**config.mk**
```make
export PLATFORM = sky130hd
export DESIGN_NAME = note_detector
export DESIGN_NICKNAME = d
export VERILOG_FILES = /design/src/rtl/note_pkg.sv /design/src/rtl/edge_sync.sv /design/src/rtl/note_detector.sv
export SDC_FILE = /design/constraint.sdc
export NUM_CORES = 1
export LEC_CHECK = 0
export ABC_AREA = 1
export CAP_MARGIN = 20
export CORE_ASPECT_RATIO = 0.7
export CORE_MARGIN = 3
export CORE_UTILIZATION = 52
export DETAILED_ROUTE_END_ITERATION = 16
export PLACE_DENSITY_LB_ADDON = 0.12
export SLEW_MARGIN = 10
export SYNTH_ARGS = -nofsm -noshare
export SYNTH_HDL_FRONTEND = slang
export SYNTH_HIERARCHICAL = 1
export SYNTH_SLANG_ARGS = --single-unit
export TNS_END_PERCENT = 30
```
**constraint.sdc**
```tcl
create_clock -name clk -period 5.1 [get_ports clk]
set_clock_uncertainty 0.05 [all_clocks]
set_input_delay 0.765 -clock clk [delete_from_list [all_inputs] [get_ports clk]]
set_output_delay 0.765 -clock clk [all_outputs]
set_load 0.005 [all_outputs]
```
**src/rtl/note_pkg.sv**
```systemverilog
// Shared types, widths and period-table helpers for the note_detector decode path.
package note_pkg;

  localparam int unsigned N_NOTES      = 12;
  localparam int unsigned CNT_W        = 24;
  localparam int unsigned NOTE_W       = 4;
  localparam int unsigned OCT_W        = 3;
  localparam int unsigned FULL_W       = 7;
  localparam int unsigned BAND_SLOW_HZ = 107;
  localparam int unsigned BAND_FAST_HZ = 214;

  typedef enum logic [NOTE_W-1:0] {
    NOTE_A, NOTE_BB, NOTE_B, NOTE_C, NOTE_DB, NOTE_D,
    NOTE_EB, NOTE_E, NOTE_F, NOTE_GB, NOTE_G, NOTE_AB
  } note_e;

  typedef enum logic [2:0] {
    ST_ARM, ST_MEAS, ST_NORM, ST_MATCH, ST_PUB
  } state_e;

  // Base-octave note frequencies in Hz; the 13th entry is the next-octave A.
  localparam int unsigned BASE_HZ [N_NOTES+1] = '{
    110, 117, 123, 131, 139, 147, 156, 165, 175, 185, 196, 208, 220
  };

  // Period threshold halfway (in frequency) between note i and note i+1.
  function automatic int unsigned bound(input logic [NOTE_W-1:0] i, input int unsigned clkf);
    longint unsigned num;
    longint unsigned den;
    num = 64'(clkf) << 1;
    den = 64'(BASE_HZ[i]) + 64'(BASE_HZ[NOTE_W'(i + NOTE_W'(1))]);
    return 32'(num / den);
  endfunction

endpackage

```
**src/rtl/edge_sync.sv**
```systemverilog
// Two-flop synchronizer for an asynchronous input plus a rising-edge pulse.
module edge_sync (
  input  logic clk,
  input  logic rst,
  input  logic din,
  output logic rise_c
);

  logic [2:0] sync_q;

  always_ff @(posedge clk) begin
    if (rst) sync_q <= '0;
    else     sync_q <= {sync_q[1:0], din};
  end

  assign rise_c = sync_q[1] & ~sync_q[2];

endmodule

```
**src/rtl/note_detector.sv**
```systemverilog
// Recovers note/octave from a square-wave audio line by edge-to-edge period measurement.
// Build option NOTE_DEBOUNCE_EN: publish only after STABLE_N identical consecutive decodes.
module note_detector
  import note_pkg::*;
#(
  parameter int unsigned CLKF    = 100_000_000,
  parameter int unsigned MAX_OCT = 7,
  parameter int unsigned TIMEOUT = CLKF / 50
`ifdef NOTE_DEBOUNCE_EN
  ,
  parameter int unsigned STABLE_N = 2
`endif
) (
  input  logic              clk,
  input  logic              rst,
  input  logic              audio_in,
  output logic              valid,
  output logic [NOTE_W-1:0] note,
  output logic [OCT_W-1:0]  octave,
  output logic [FULL_W-1:0] fullnote,
  output logic              silent,
  output logic              busy
);

  localparam logic [CNT_W-1:0]  TIMEOUT_W = CNT_W'(TIMEOUT);
  localparam logic [CNT_W-1:0]  P_SLOW    = CNT_W'(CLKF / BAND_SLOW_HZ);
  localparam logic [CNT_W-1:0]  P_FAST    = CNT_W'(CLKF / BAND_FAST_HZ);
  localparam logic [OCT_W-1:0]  OCT_MAX   = OCT_W'(MAX_OCT);
  localparam logic [NOTE_W-1:0] LAST_IDX  = NOTE_W'(N_NOTES - 1);

  state_e            state_q, state_d;
  logic              edge_c;
  logic [CNT_W-1:0]  cnt_q;
  logic [CNT_W-1:0]  per_q, per_d;
  logic [OCT_W-1:0]  oct_q, oct_d;
  logic [NOTE_W-1:0] idx_q, idx_d;
  note_e             dec_q, dec_d;
  logic              timeout_c, match_c, done_c, publish_c;
  logic              valid_d, silent_d, busy_d;
  logic [NOTE_W-1:0] note_d;
  logic [OCT_W-1:0]  octave_d;
  logic [FULL_W-1:0] fullnote_d;
  logic [CNT_W-1:0]  bound_tab [N_NOTES];

  edge_sync u_edge_sync (
    .clk    (clk),
    .rst    (rst),
    .din    (audio_in),
    .rise_c (edge_c)
  );

  // Thresholds fold to constants at elaboration.
  for (genvar g = 0; g < N_NOTES; g++) begin : g_bound
    assign bound_tab[g] = CNT_W'(bound(NOTE_W'(g), CLKF));
  end

  assign timeout_c = (cnt_q >= TIMEOUT_W);
  assign match_c   = (per_q > bound_tab[idx_q]);
  assign done_c    = match_c || (idx_q == LAST_IDX);

  // Period counter restarts on every edge, even while a decode is in flight.
  always_ff @(posedge clk) begin
    if (rst)                    cnt_q <= '0;
    else if (edge_c)            cnt_q <= CNT_W'(1);
    else if (cnt_q < TIMEOUT_W) cnt_q <= cnt_q + CNT_W'(1);
  end

`ifdef NOTE_DEBOUNCE_EN
  localparam int unsigned      REP_W   = $clog2(STABLE_N + 2);
  localparam logic [REP_W-1:0] REP_PUB = REP_W'(STABLE_N);
  localparam logic [REP_W-1:0] REP_SAT = REP_W'(STABLE_N + 1);

  logic [REP_W-1:0] rep_q, rep_next_c;
  note_e            prev_note_q;
  logic [OCT_W-1:0] prev_oct_q;
  logic             same_c;

  // Saturating past STABLE_N keeps an unchanged decode from publishing again.
  always_comb begin
    same_c = (idx_q == prev_note_q) && (oct_q == prev_oct_q);
    if (!same_c)               rep_next_c = REP_W'(1);
    else if (rep_q == REP_SAT) rep_next_c = rep_q;
    else                       rep_next_c = rep_q + REP_W'(1);
    publish_c = (rep_next_c == REP_PUB);
  end

  always_ff @(posedge clk) begin
    if (rst) begin
      rep_q       <= '0;
      prev_note_q <= NOTE_A;
      prev_oct_q  <= '0;
    end else if (state_q == ST_MEAS && timeout_c) begin
      rep_q <= '0;
    end else if (state_q == ST_MATCH && done_c) begin
      rep_q       <= rep_next_c;
      prev_note_q <= note_e'(idx_q);
      prev_oct_q  <= oct_q;
    end
  end
`else
  assign publish_c = 1'b1;
`endif

  always_ff @(posedge clk) begin
    if (rst) state_q <= ST_ARM;
    else     state_q <= state_d;
  end

  always_comb begin
    state_d = state_q;
    case (state_q)
      ST_ARM:   if (edge_c) state_d = ST_MEAS;
      ST_MEAS: begin
        if (timeout_c)   state_d = ST_ARM;
        else if (edge_c) state_d = ST_NORM;
      end
      ST_NORM: begin
        if (per_q > P_SLOW)       state_d = ST_MEAS;
        else if (per_q > P_FAST)  state_d = ST_MATCH;
        else if (oct_q == OCT_MAX) state_d = ST_MEAS;
      end
      ST_MATCH: if (done_c) state_d = publish_c ? ST_PUB : ST_MEAS;
      ST_PUB:   state_d = ST_MEAS;
      default:  state_d = ST_ARM;
    endcase
  end

  // Datapath and output next-values.
  always_comb begin
    per_d      = per_q;
    oct_d      = oct_q;
    idx_d      = idx_q;
    dec_d      = dec_q;
    valid_d    = 1'b0;
    note_d     = note;
    octave_d   = octave;
    fullnote_d = fullnote;
    silent_d   = silent;
    case (state_q)
      ST_MEAS: begin
        if (timeout_c) begin
          silent_d = 1'b1;
          valid_d  = ~silent;
        end else if (edge_c) begin
          per_d = cnt_q;
          oct_d = '0;
          idx_d = '0;
        end
      end
      ST_NORM: begin
        if (per_q <= P_FAST && oct_q != OCT_MAX) begin
          per_d = {per_q[CNT_W-2:0], 1'b0};
          oct_d = oct_q + OCT_W'(1);
        end
      end
      ST_MATCH: begin
        if (done_c) dec_d = note_e'(idx_q);
        else        idx_d = idx_q + NOTE_W'(1);
      end
      ST_PUB: begin
        valid_d    = 1'b1;
        note_d     = dec_q;
        octave_d   = oct_q;
        fullnote_d = FULL_W'(oct_q) * FULL_W'(12) + FULL_W'(dec_q);
        silent_d   = 1'b0;
      end
      default: ;
    endcase
    busy_d = (state_d == ST_NORM) || (state_d == ST_MATCH) || (state_d == ST_PUB);
  end

  always_ff @(posedge clk) begin
    if (rst) begin
      per_q <= '0;
      oct_q <= '0;
      idx_q <= '0;
      dec_q <= NOTE_A;
    end else begin
      per_q <= per_d;
      oct_q <= oct_d;
      idx_q <= idx_d;
      dec_q <= dec_d;
    end
  end

  always_ff @(posedge clk) begin
    if (rst) begin
      valid    <= 1'b0;
      note     <= '0;
      octave   <= '0;
      fullnote <= '0;
      silent   <= 1'b1;
      busy     <= 1'b0;
    end else begin
      valid    <= valid_d;
      note     <= note_d;
      octave   <= octave_d;
      fullnote <= fullnote_d;
      silent   <= silent_d;
      busy     <= busy_d;
    end
  end

endmodule

```
==> flow_summary.ini, run 1 <==
[run_status]
status = finished, final reports clean

[grt]
first_global_vias = 4135
grt_max_degree = 39
gr-usage-met3 = 0.05423
grt_use_met2 = 0.3327
grt_first_pass_wirelength_mm = 20.22
busiest_layer = met1
track_usage = 0.2345
grt_util_met1 = 0.3546
antenna_found_initial = 0
grt_overflow = 0

[power_and_ir_drop]
p_per_area_nw_per_um2 = 246.8
switching_share = 0.2366
seqPwrFrac = 0.473
ir_drop_mv = 0.2312
p_clk_frac = 0.484
p_int_mw = 1.034
p_sw_mw = 0.3204
leakagePower_nw = 2.356
comb_power_share = 0.044

[logic_synthesis]
yosys.area_share.simple = 0.3085
synth_compound_area_frac = 0.1452
ys_types = 47
async_flop_share = 0
yosys_register_bits = 80
seq_area_frac_synth = 0.3216
synth_area_per_cell_um2 = 6.955
synth_top_area_share = 0.3216
synth.area.mux_share = 0
synth-xor-area-share = 0.02462
ys.flop_type = dfxtp_1
synthesis.nets = 757
syn_area_um2 = 4980
synth.most_common_cell = nand2_1
synth_top_family_by_area = simple AND/OR/NAND/NOR gates
netlist_top_cells_area = dfxtp_1 32%, nand2_1 10%, ha_1 9.0%, nor2_1 7.3%, o21ai_0 6.6%
netlist_instances = 716
synthAdderAreaFrac = 0.09849
ys_top_cells_by_count = 136 x nand2_1, 97 x nor2_1, 80 x dfxtp_1, 80 x inv_1, 66 x o21ai_0
synth_edf_count = 0
yosys_warnings = 6
synth_top_area_cell = dfxtp_1

[detailed_routing]
first_iter_violations = 402
firstDrtPassIters = 5
drt-wirelength-per-cell_um = 14.21
ant_nets = 0
drc = 0
routed_wl_mm = 12.07
via_per_inst = 5.377
num_vias = 4565

[cts]
cts_resized = 0
cts_tree = yes
cts.sinks = 80
htreeDepth = 3
max-clock-path-buffers = 2
hold_buffers = 0
postCtsSetupBuffers = 0
cts_made_buffers = 9
clkTransAtPathRegs_ps = 60
clkLatencyLatePin_ps = 350
root_buffer = clkbuf_16

[sta]
tightestPinTransition_ps = 741.3
slew_viol_final = 0
rsz0062_at_grt = false
period_minus_slack_ps = 3165
final.setup.tns_ps = 0
post-route-period-util = 0.6205
hold_violations = 0
finalSetupViolCount = 0
fmax_mhz = 316.0
slew_headroom = 0.5042

[critical_path]
startpoint_type = flip-flop
cp-end-kind = flip-flop
critPathRequiredTime_ps = 5290
worstSetupPathType = reg2reg
crit_fanout = 9
worstPathArrival_ps = 3350

[place]
gp_congestion = 0.9852
numPortBuffers = 19
place_hpwl_mm = 8.885

[run]
maxCapViolCount = 0

[floorplanning]
die_w_um = 123.0
core_area_um2 = 9180
num_io_pins = 20
die_area_um2 = 10810
start_util = 0.5425
row_count = 29
fp.dieH_um = 87.88

[cells_and_area]
drive_gt1_frac = 0.08690
num_antenna_cells = 0
syn2layout_area_growth_pct = 10.20
utilization = 0.5978
fin_nets = 761

[min_path]
min_path_type = reg2reg
[final cells by class]
| type | instances | area (um^2) |
|---|---|---|
| fill | 847 | 3692 |
| multi-input combinational | 522 | 2873 |
| sequential | 80 | 1602 |
| inverter | 86 | 330.3 |
| timing repair buffer | 21 | 232.7 |
| clock buffer | 10 | 229.0 |
| tap | 124 | 155.1 |
| clock inverter | 6 | 66.31 |
[stage by stage]
step / power (mW) / hold WS (ps) / setup WS, ps / cell area (um^2) / std cells
2_1_floorplan: 0.6964 / 338.3 / 2530 / 4980 / 716
3_3_place_gp: 0.7070 / 342.7 / 1995 / 5150 / 831
5_1_grt: 1.395 / 373.3 / 1620 / 5488 / 849
4_1_cts: 1.361 / 360.6 / 1909 / 5445 / 847
3_5_place_dp: 0.7090 / 349.8 / 1928 / 5150 / 831
6_report: 1.354 / 357.8 / 1935 / 5488 / 849
[placed cells by master, fill, tap and decap left out, types with 3 or more instances in the layout]
| cell | synthesis | layout |
|---|---|---|
| ha_1 | 36 | 36 |
| o21ai_0 | 66 | 66 |
| nor2_1 | 97 | 97 |
| nor2_2 | 24 | 24 |
| clkbuf_16 | 0 | 9 |
| o21ai_1 | 8 | 8 |
| nand4_1 | 14 | 14 |
| dfxtp_1 | 80 | 80 |
| nand2_1 | 136 | 136 |
| inv_1 | 80 | 80 |
| a21oi_1 | 46 | 46 |
| inv_2 | 5 | 5 |
| nand3_1 | 31 | 31 |
| nor4_1 | 6 | 6 |
| nor3_2 | 3 | 3 |
| nor3_1 | 8 | 8 |
| clkdlybuf4s50_1 | 0 | 19 |
| xnor2_1 | 4 | 4 |
| o211ai_1 | 4 | 4 |
| xor2_1 | 10 | 10 |
[sequential cells by signal, summed over array words and instances, names as in the netlist, 3 cells and up]
signal              cells
cnt_q                  24
per_q                  24
fullnote                5
dec_q                   4
idx_q                   4
note                    4
oct_q                   3
octave                  3
state_q                 3
u_edge_sync/sync_q      3
[power by group through the flow]
stage | clock, mW | combinational (mW) | sequential (mW)
3_3_place_gp | 0 | 0.0535 | 0.653
3_5_place_dp | 0 | 0.0555 | 0.654
5_1_grt | 0.687 | 0.0677 | 0.640
2_1_floorplan | 0 | 0.0456 | 0.651
6_report | 0.655 | 0.0591 | 0.640
4_1_cts | 0.665 | 0.0561 | 0.640
[critical path, cell delays in order (launching register included)]
cell and delay (ps):
dfxtp_1 510, inv_1 210, ha_1 340, inv_1 120, nor2_1 70, inv_1 70
o211ai_1 100, ha_1 300, nand2_1 70, nor2_1 150, nand2_1 100, nor2_1 140
nand3_1 80, nand2_1 90, nand3_1 220, nand2_1 230, inv_1 70, nor2_1 90
nor2_1 50
[layer usage]
layer	share of wire	vias to the layer above	routed length [um]
li1	-	2337	-
met1	0.51	2054	6110
met2	0.41	152	4938
met3	0.070	22	842
met4	0.015	0	175
met5	0	-	0
[logic make-up (layout without fill, tap and decap cells)]
family / after synthesis / in the layout
AND/OR/NAND/NOR: 334 / 334
XOR/XNOR: 14 / 14
AO/OA/AOI/OAI: 136 / 136
adder cells (fa/ha/maj): 38 / 38
flip-flops: 80 / 80
buffers and inverters: 114 / 123
[final timing paths]
kind                                       startpoint                    end  slack, ps  depth (start not counted)
worst min-delay path            u_edge_sync/sync_q[0]  u_edge_sync/sync_q[1]        360                          2
worst max-delay path                         idx_q[1]               idx_q[0]       1940                         18
worst min register to register  u_edge_sync/sync_q[0]  u_edge_sync/sync_q[1]        360                          2
worst max register to register               idx_q[1]               idx_q[0]       1940                         18
No activity file was read; power rests on OpenSTA's default activity.
==> run 2: changes to the inputs <==
==> constraint.sdc (replaced) <==
create_clock -name clk -period 3 [get_ports clk]
set_clock_uncertainty 0.05 [all_clocks]
set_input_delay 0.45 -clock clk [delete_from_list [all_inputs] [get_ports clk]]
set_output_delay 0.45 -clock clk [all_outputs]
set_load 0.005 [all_outputs]
==> run 2 against run 1 <==
Net effect:
- fmax is 15% higher
- clock power is 62% higher
- die area stayed put
- wire length is 4.1% higher
- power is 67% higher
- global-route usage is 0.52 points higher
- largest cell class unchanged
- highest routed layer unchanged
- first-iteration DRC count is 8.7% lower
- via count is 3.1% higher
- critical path depth stayed put
- sequential share of layout area is 0.23 points lower
- hold slack better by 7.0 ps
==> flow_summary.ini, run 2 (synthesized netlist as in run 1, its figures left out) <==
[place]
numPortBuffers = 19
gp_congestion = 0.9847
dp_cells = 839
pre_cts_slack_ps = -125.9
place_hpwl_mm = 9.334

[grt]
track_usage = 0.2397
grt_overflow = 0
first_global_vias = 4300
antenna_found_initial = 0
grt_first_pass_wirelength_mm = 20.66
grt_max_degree = 39

[sta]
post-route-period-util = 0.9207
final.setup.tns_ps = 0
slew_headroom = 0.6305
worst_slack_ps = 238.0
tightestPinTransition_ps = 553.7
rsz0062_at_grt = false
fmax_mhz = 362.1
slew_viol_final = 0
hold_violations = 0
period_minus_slack_ps = 2762
finalSetupViolCount = 0

[detailed_routing]
routed_wl_mm = 12.56
drc = 0
first_iter_violations = 367
drt-wirelength-per-cell_um = 14.67
via_per_inst = 5.500
num_vias = 4708
ant_nets = 0
firstDrtPassIters = 5

[floorplanning]
row_count = 29
start_util = 0.5425
fp.dieH_um = 87.88
die_w_um = 123.0
die_area_um2 = 10810
core_area_um2 = 9180
num_io_pins = 20

[critical_path]
startpoint_type = flip-flop
cp_top_family = simple AND/OR/NAND/NOR gates
slowest_delay_ps = 400
slowest_stage = dfxtp_4
worstReg2RegEnd = idx_q[0]
cp-end-kind = flip-flop
ff2ff_path_depth = 18
r2r_start = idx_q[1]
crit_fanout = 9
worstPathArrival_ps = 2940
path_cells = inv_2 > ha_1 > inv_1 > nor2_1 > inv_1 > o211ai_1 > ha_1 > nand2_1 > nor2_2 > nand2_1 > nor2_1 > nand3_1 > nand2_2 > nand3_4 > nand2_2 > inv_1 > nor2_1 > nor2_1
crit_top_cell = nor2_1
critPathRequiredTime_ps = 3180
crit_buf_inv = 4
reg2reg_slack_ps = 240
worstSetupPathType = reg2reg
path_depth = 18

[cts]
max-clock-path-buffers = 2
cts.sinks = 80
htreeDepth = 3
cts_tree = yes
root_buffer = clkbuf_16
clkTransAtPathRegs_ps = 70
postCtsSetupBuffers = 0
cts_made_buffers = 9
clkLatencyLatePin_ps = 340
cts_resized = 2
hold_buffers = 0

[power_and_ir_drop]
power_mw = 2.257
p_per_area_nw_per_um2 = 407.0
leakagePower_nw = 2.375
ir_drop_mv = 0.2972

[cells_and_area]
drive_gt1_frac = 0.1079
top_regs = cnt_q x24, per_q x24, fullnote x5
final_common_cell = nand2_1
fin_nets = 768
layout_common_cells = 133 x nand2_1, 95 x nor2_1, 79 x inv_1, 79 x dfxtp_1, 66 x o21ai_0
utilization = 0.6039
num_antenna_cells = 0
syn2layout_area_growth_pct = 11.33
fin_cells = 856

[run_status]
status = finished, final reports clean

[min_path]
holdPathEnd = u_edge_sync/sync_q[1]
min_path_type = reg2reg
hold_start = u_edge_sync/sync_q[0]
whs_path_depth = 2

[run]
maxCapViolCount = 0
==> run 2: changes by cell type in the layout (fill, tap and decap cells not counted), sizes merged <==
cell | previous run | this run
buf | 2 | 9
bufinv | 1 | 0
clkinv | 3 | 1
clkinvlp | 0 | 3
==> run 2: worst min-delay path, stage by stage (launching register included) <==
cell and delay, ps:
dfxtp_1 300, inv_1 50, nor2_1 30
==> run 2: worst max-delay path by stage <==
stage / start / to
final: idx_q[1] / idx_q[0]
after global routing: idx_q[1] / idx_q[0]
after CTS: idx_q[1] / idx_q[0]
after detailed placement: idx_q[1] / idx_q[0]
after global placement: idx_q[1] / idx_q[1]
after floorplan: idx_q[0] / idx_q[0]
==> run 2: routing by layer <==
| layer | up-vias | wire length, um | track usage |
|---|---|---|---|
| met2 | 139 | 5369 | 0.3570 |
| li1 | 2357 | - | - |
| met5 | - | 0 | 0 |
| met3 | 19 | 760 | 0.06198 |
| met4 | 0 | 142 | 0.05996 |
| met1 | 2193 | 6287 | 0.3457 |
==> run 2: through the flow <==
step / hold slack [ps] / area (um^2)
3_5_place_dp: 366.6 / 5210
3_3_place_gp: 351.7 / 5210
5_1_grt: 401.2 / 5544
2_1_floorplan: 338.3 / 4980
6_report: 364.8 / 5544
4_1_cts: 376.8 / 5507
==> run 2: area by class of cell <==
| class | instances | area (um^2) |
|---|---|---|
| sequential | 80 | 1605 |
| fill | 834 | 3636 |
| multi-input combinational | 522 | 2898 |
| tap | 124 | 155.1 |
| clock buffer | 10 | 239.0 |
| clock inverter | 6 | 51.30 |
| timing repair buffer | 28 | 265.3 |
| inverter | 86 | 330.3 |
==> run 2: report_power, final <==
part           switching [mW]  leakage, nW  internal, mW
clock network           0.471        0.133         0.593
registers              0.0138        0.647          1.07
logic                  0.0702         1.60        0.0353
==> run 3: changes to the inputs <==
--- a/config.mk
+++ b/config.mk
@@ -11,7 +11,7 @@
 export CORE_MARGIN = 3
 export CORE_UTILIZATION = 52
 export DETAILED_ROUTE_END_ITERATION = 16
-export PLACE_DENSITY_LB_ADDON = 0.12
+export PLACE_DENSITY = 0.74
 export SLEW_MARGIN = 10
 export SYNTH_ARGS = -nofsm -noshare
 export SYNTH_HDL_FRONTEND = slang
==> run 3 against run 2 <==
Net effect:
- wire length fell by 4.3%
- fmax rose by 0.89%
- via count decreased by 0.70%
- largest power group unchanged
- first-iteration DRC count up 12%
- critical endpoint is now idx_q[1]
- highest routed layer unchanged
- sequential power barely moved
- count of clock-buffer cells in the layout unchanged
- sequential share of layout area grew 0.11 points
- largest cell class unchanged
- cell count did not move
- global-route usage down 0.33 points
- critical path type unchanged
- power shrank 0.18%
- critical path depth is the same
==> flow_summary.ini, run 3 (synthesized netlist as in run 1, its figures left out) <==
[run_status]
status = finished, final reports clean

[floorplanning]
die_w_um = 123.0
start_util = 0.5425
core_area_um2 = 9180
num_io_pins = 20
row_count = 29
die_area_um2 = 10810
fp.dieH_um = 87.88

[grt]
grt_max_degree = 35
grt_overflow = 0
grt_first_pass_wirelength_mm = 20.41
track_usage = 0.2364
first_global_vias = 4198
antenna_found_initial = 0

[critical_path]
reg2reg_slack_ps = 260
worstSetupPathType = reg2reg
crit_fanout = 6
startpoint_type = flip-flop
ff2ff_path_depth = 18
r2r_start = idx_q[0]
cp-end-kind = flip-flop
worstPathArrival_ps = 2920
worstReg2RegEnd = idx_q[1]
critPathRequiredTime_ps = 3180

[power_and_ir_drop]
power_mw = 2.253
ir_drop_mv = 0.3965
leakagePower_nw = 2.372
switching_share = 0.2448
p_per_area_nw_per_um2 = 408.1
seqPwrFrac = 0.483
p_clk_frac = 0.472
comb_power_share = 0.046
p_int_mw = 1.701
p_sw_mw = 0.5513

[cts]
clkTransAtPathRegs_ps = 60
hold_buffers = 0
clkLatencyLatePin_ps = 340
cts.sinks = 80
cts_tree = yes
htreeDepth = 3
cts_made_buffers = 9
max-clock-path-buffers = 2
root_buffer = clkbuf_16

[cells_and_area]
drive_gt1_frac = 0.1038
syn2layout_area_growth_pct = 10.83
num_antenna_cells = 0
utilization = 0.6012
top_regs = cnt_q x24, per_q x24, fullnote x5
final_common_cell = nand2_1
layout_common_cells = 134 x nand2_1, 97 x nor2_1, 80 x inv_1
nFillCells = 843
final_area_um2 = 5519
fin_nets = 768

[min_path]
holdPathEnd = u_edge_sync/sync_q[1]
min_path_type = reg2reg
whs_path_depth = 2
hold_start = u_edge_sync/sync_q[0]

[detailed_routing]
routed_wl_mm = 12.01
first_iter_violations = 410
ant_nets = 0
drt-wirelength-per-cell_um = 14.04
drc = 0
num_vias = 4675
firstDrtPassIters = 5
via_per_inst = 5.461

[sta]
final.setup.tns_ps = 0
slew_headroom = 0.5372
fmax_mhz = 365.3
period_minus_slack_ps = 2738
hold_violations = 0
finalSetupViolCount = 0
tightestPinTransition_ps = 693.4
post-route-period-util = 0.9126
worst_slack_ps = 262.3
slew_viol_final = 0

[run]
maxCapViolCount = 0

[place]
dpl_cell_area_um2 = 5218
place_hpwl_mm = 8.959
pre_cts_slack_ps = 159.9
numPortBuffers = 19
gp_congestion = 0.9547
-- run 3: cell types whose count changed in the layout (fill, tap and decap cells not counted), moves of 2 or more --
cell / previous run / this run
dfxtp_2: 0 / 2
nor2_1: 95 / 97
nor2_2: 26 / 24
inv_6: 1 / 3
-- run 3: cell type report --
cell class / count / area (um^2) / share of cell area
Multi-Input combinational cell: 522 / 2883 / 0.5223
Tap cell: 124 / 155.1 / 0.02811
Inverter: 86 / 330.3 / 0.05985
Clock buffer: 10 / 239.0 / 0.04330
Sequential cell: 80 / 1604 / 0.2906
Timing Repair Buffer: 28 / 257.7 / 0.04670
Clock inverter: 6 / 50.05 / 0.009068
-- run 3: per-stage QoR --
step / cells / hold slack, ps
2_1_floorplan: 716 / 338.3
3_3_place_gp: 840 / 340.0
3_5_place_dp: 840 / 350.3
4_1_cts: 856 / 359.3
5_1_grt: 856 / 373.9
6_report: 856 / 355.7
-- run 3: per-layer routing --
layer | vias up | GRT usage | part of all wire
li1 | 2349 | - | -
met1 | 2131 | 0.3467 | 0.49
met2 | 177 | 0.3426 | 0.42
met3 | 18 | 0.05875 | 0.074
met4 | 0 | 0.06809 | 0.015
met5 | - | 0 | 0
-- run 3: power by group through the flow --
| stage | Combinational [mW] | Sequential, mW | Clock, mW |
|---|---|---|---|
| after floorplan | 0.0775 | 1.11 | 0 |
| after global placement | 0.0954 | 1.11 | 0 |
| after detailed placement | 0.100 | 1.11 | 0 |
| after CTS | 0.102 | 1.09 | 1.09 |
| after global routing | 0.118 | 1.09 | 1.13 |
| final | 0.103 | 1.09 | 1.06 |
-- run 3: repair_timing --
item                                    4_1_cts  5_1_grt
gates resized for setup                       0        5
buffers inserted                              0        0
endpoints found under the setup margin        0       10
-- run 3: worst max path at each step --
stage	start	endpoint	slack (ps)
after floorplan	idx_q[0]	idx_q[0]	430
after global placement	idx_q[1]	idx_q[1]	220
after detailed placement	idx_q[1]	idx_q[1]	160
after CTS	idx_q[1]	idx_q[1]	150
after global routing	idx_q[0]	idx_q[0]	-30
final	idx_q[0]	idx_q[1]	260
-- run 3: worst max-delay path: stages, from the launching register on --
cell,delay (ps)
dfxtp_2,380
inv_1,130
ha_1,340
inv_1,110
nor2_1,70
inv_1,70
o211ai_1,140
ha_1,320
nand2_1,50
nor2_1,80
nand2_1,90
nor2_1,120
nand3_1,80
nand2_1,120
nand3_2,150
nand2_2,130
inv_1,60
nor2_1,80
nor2_1,40
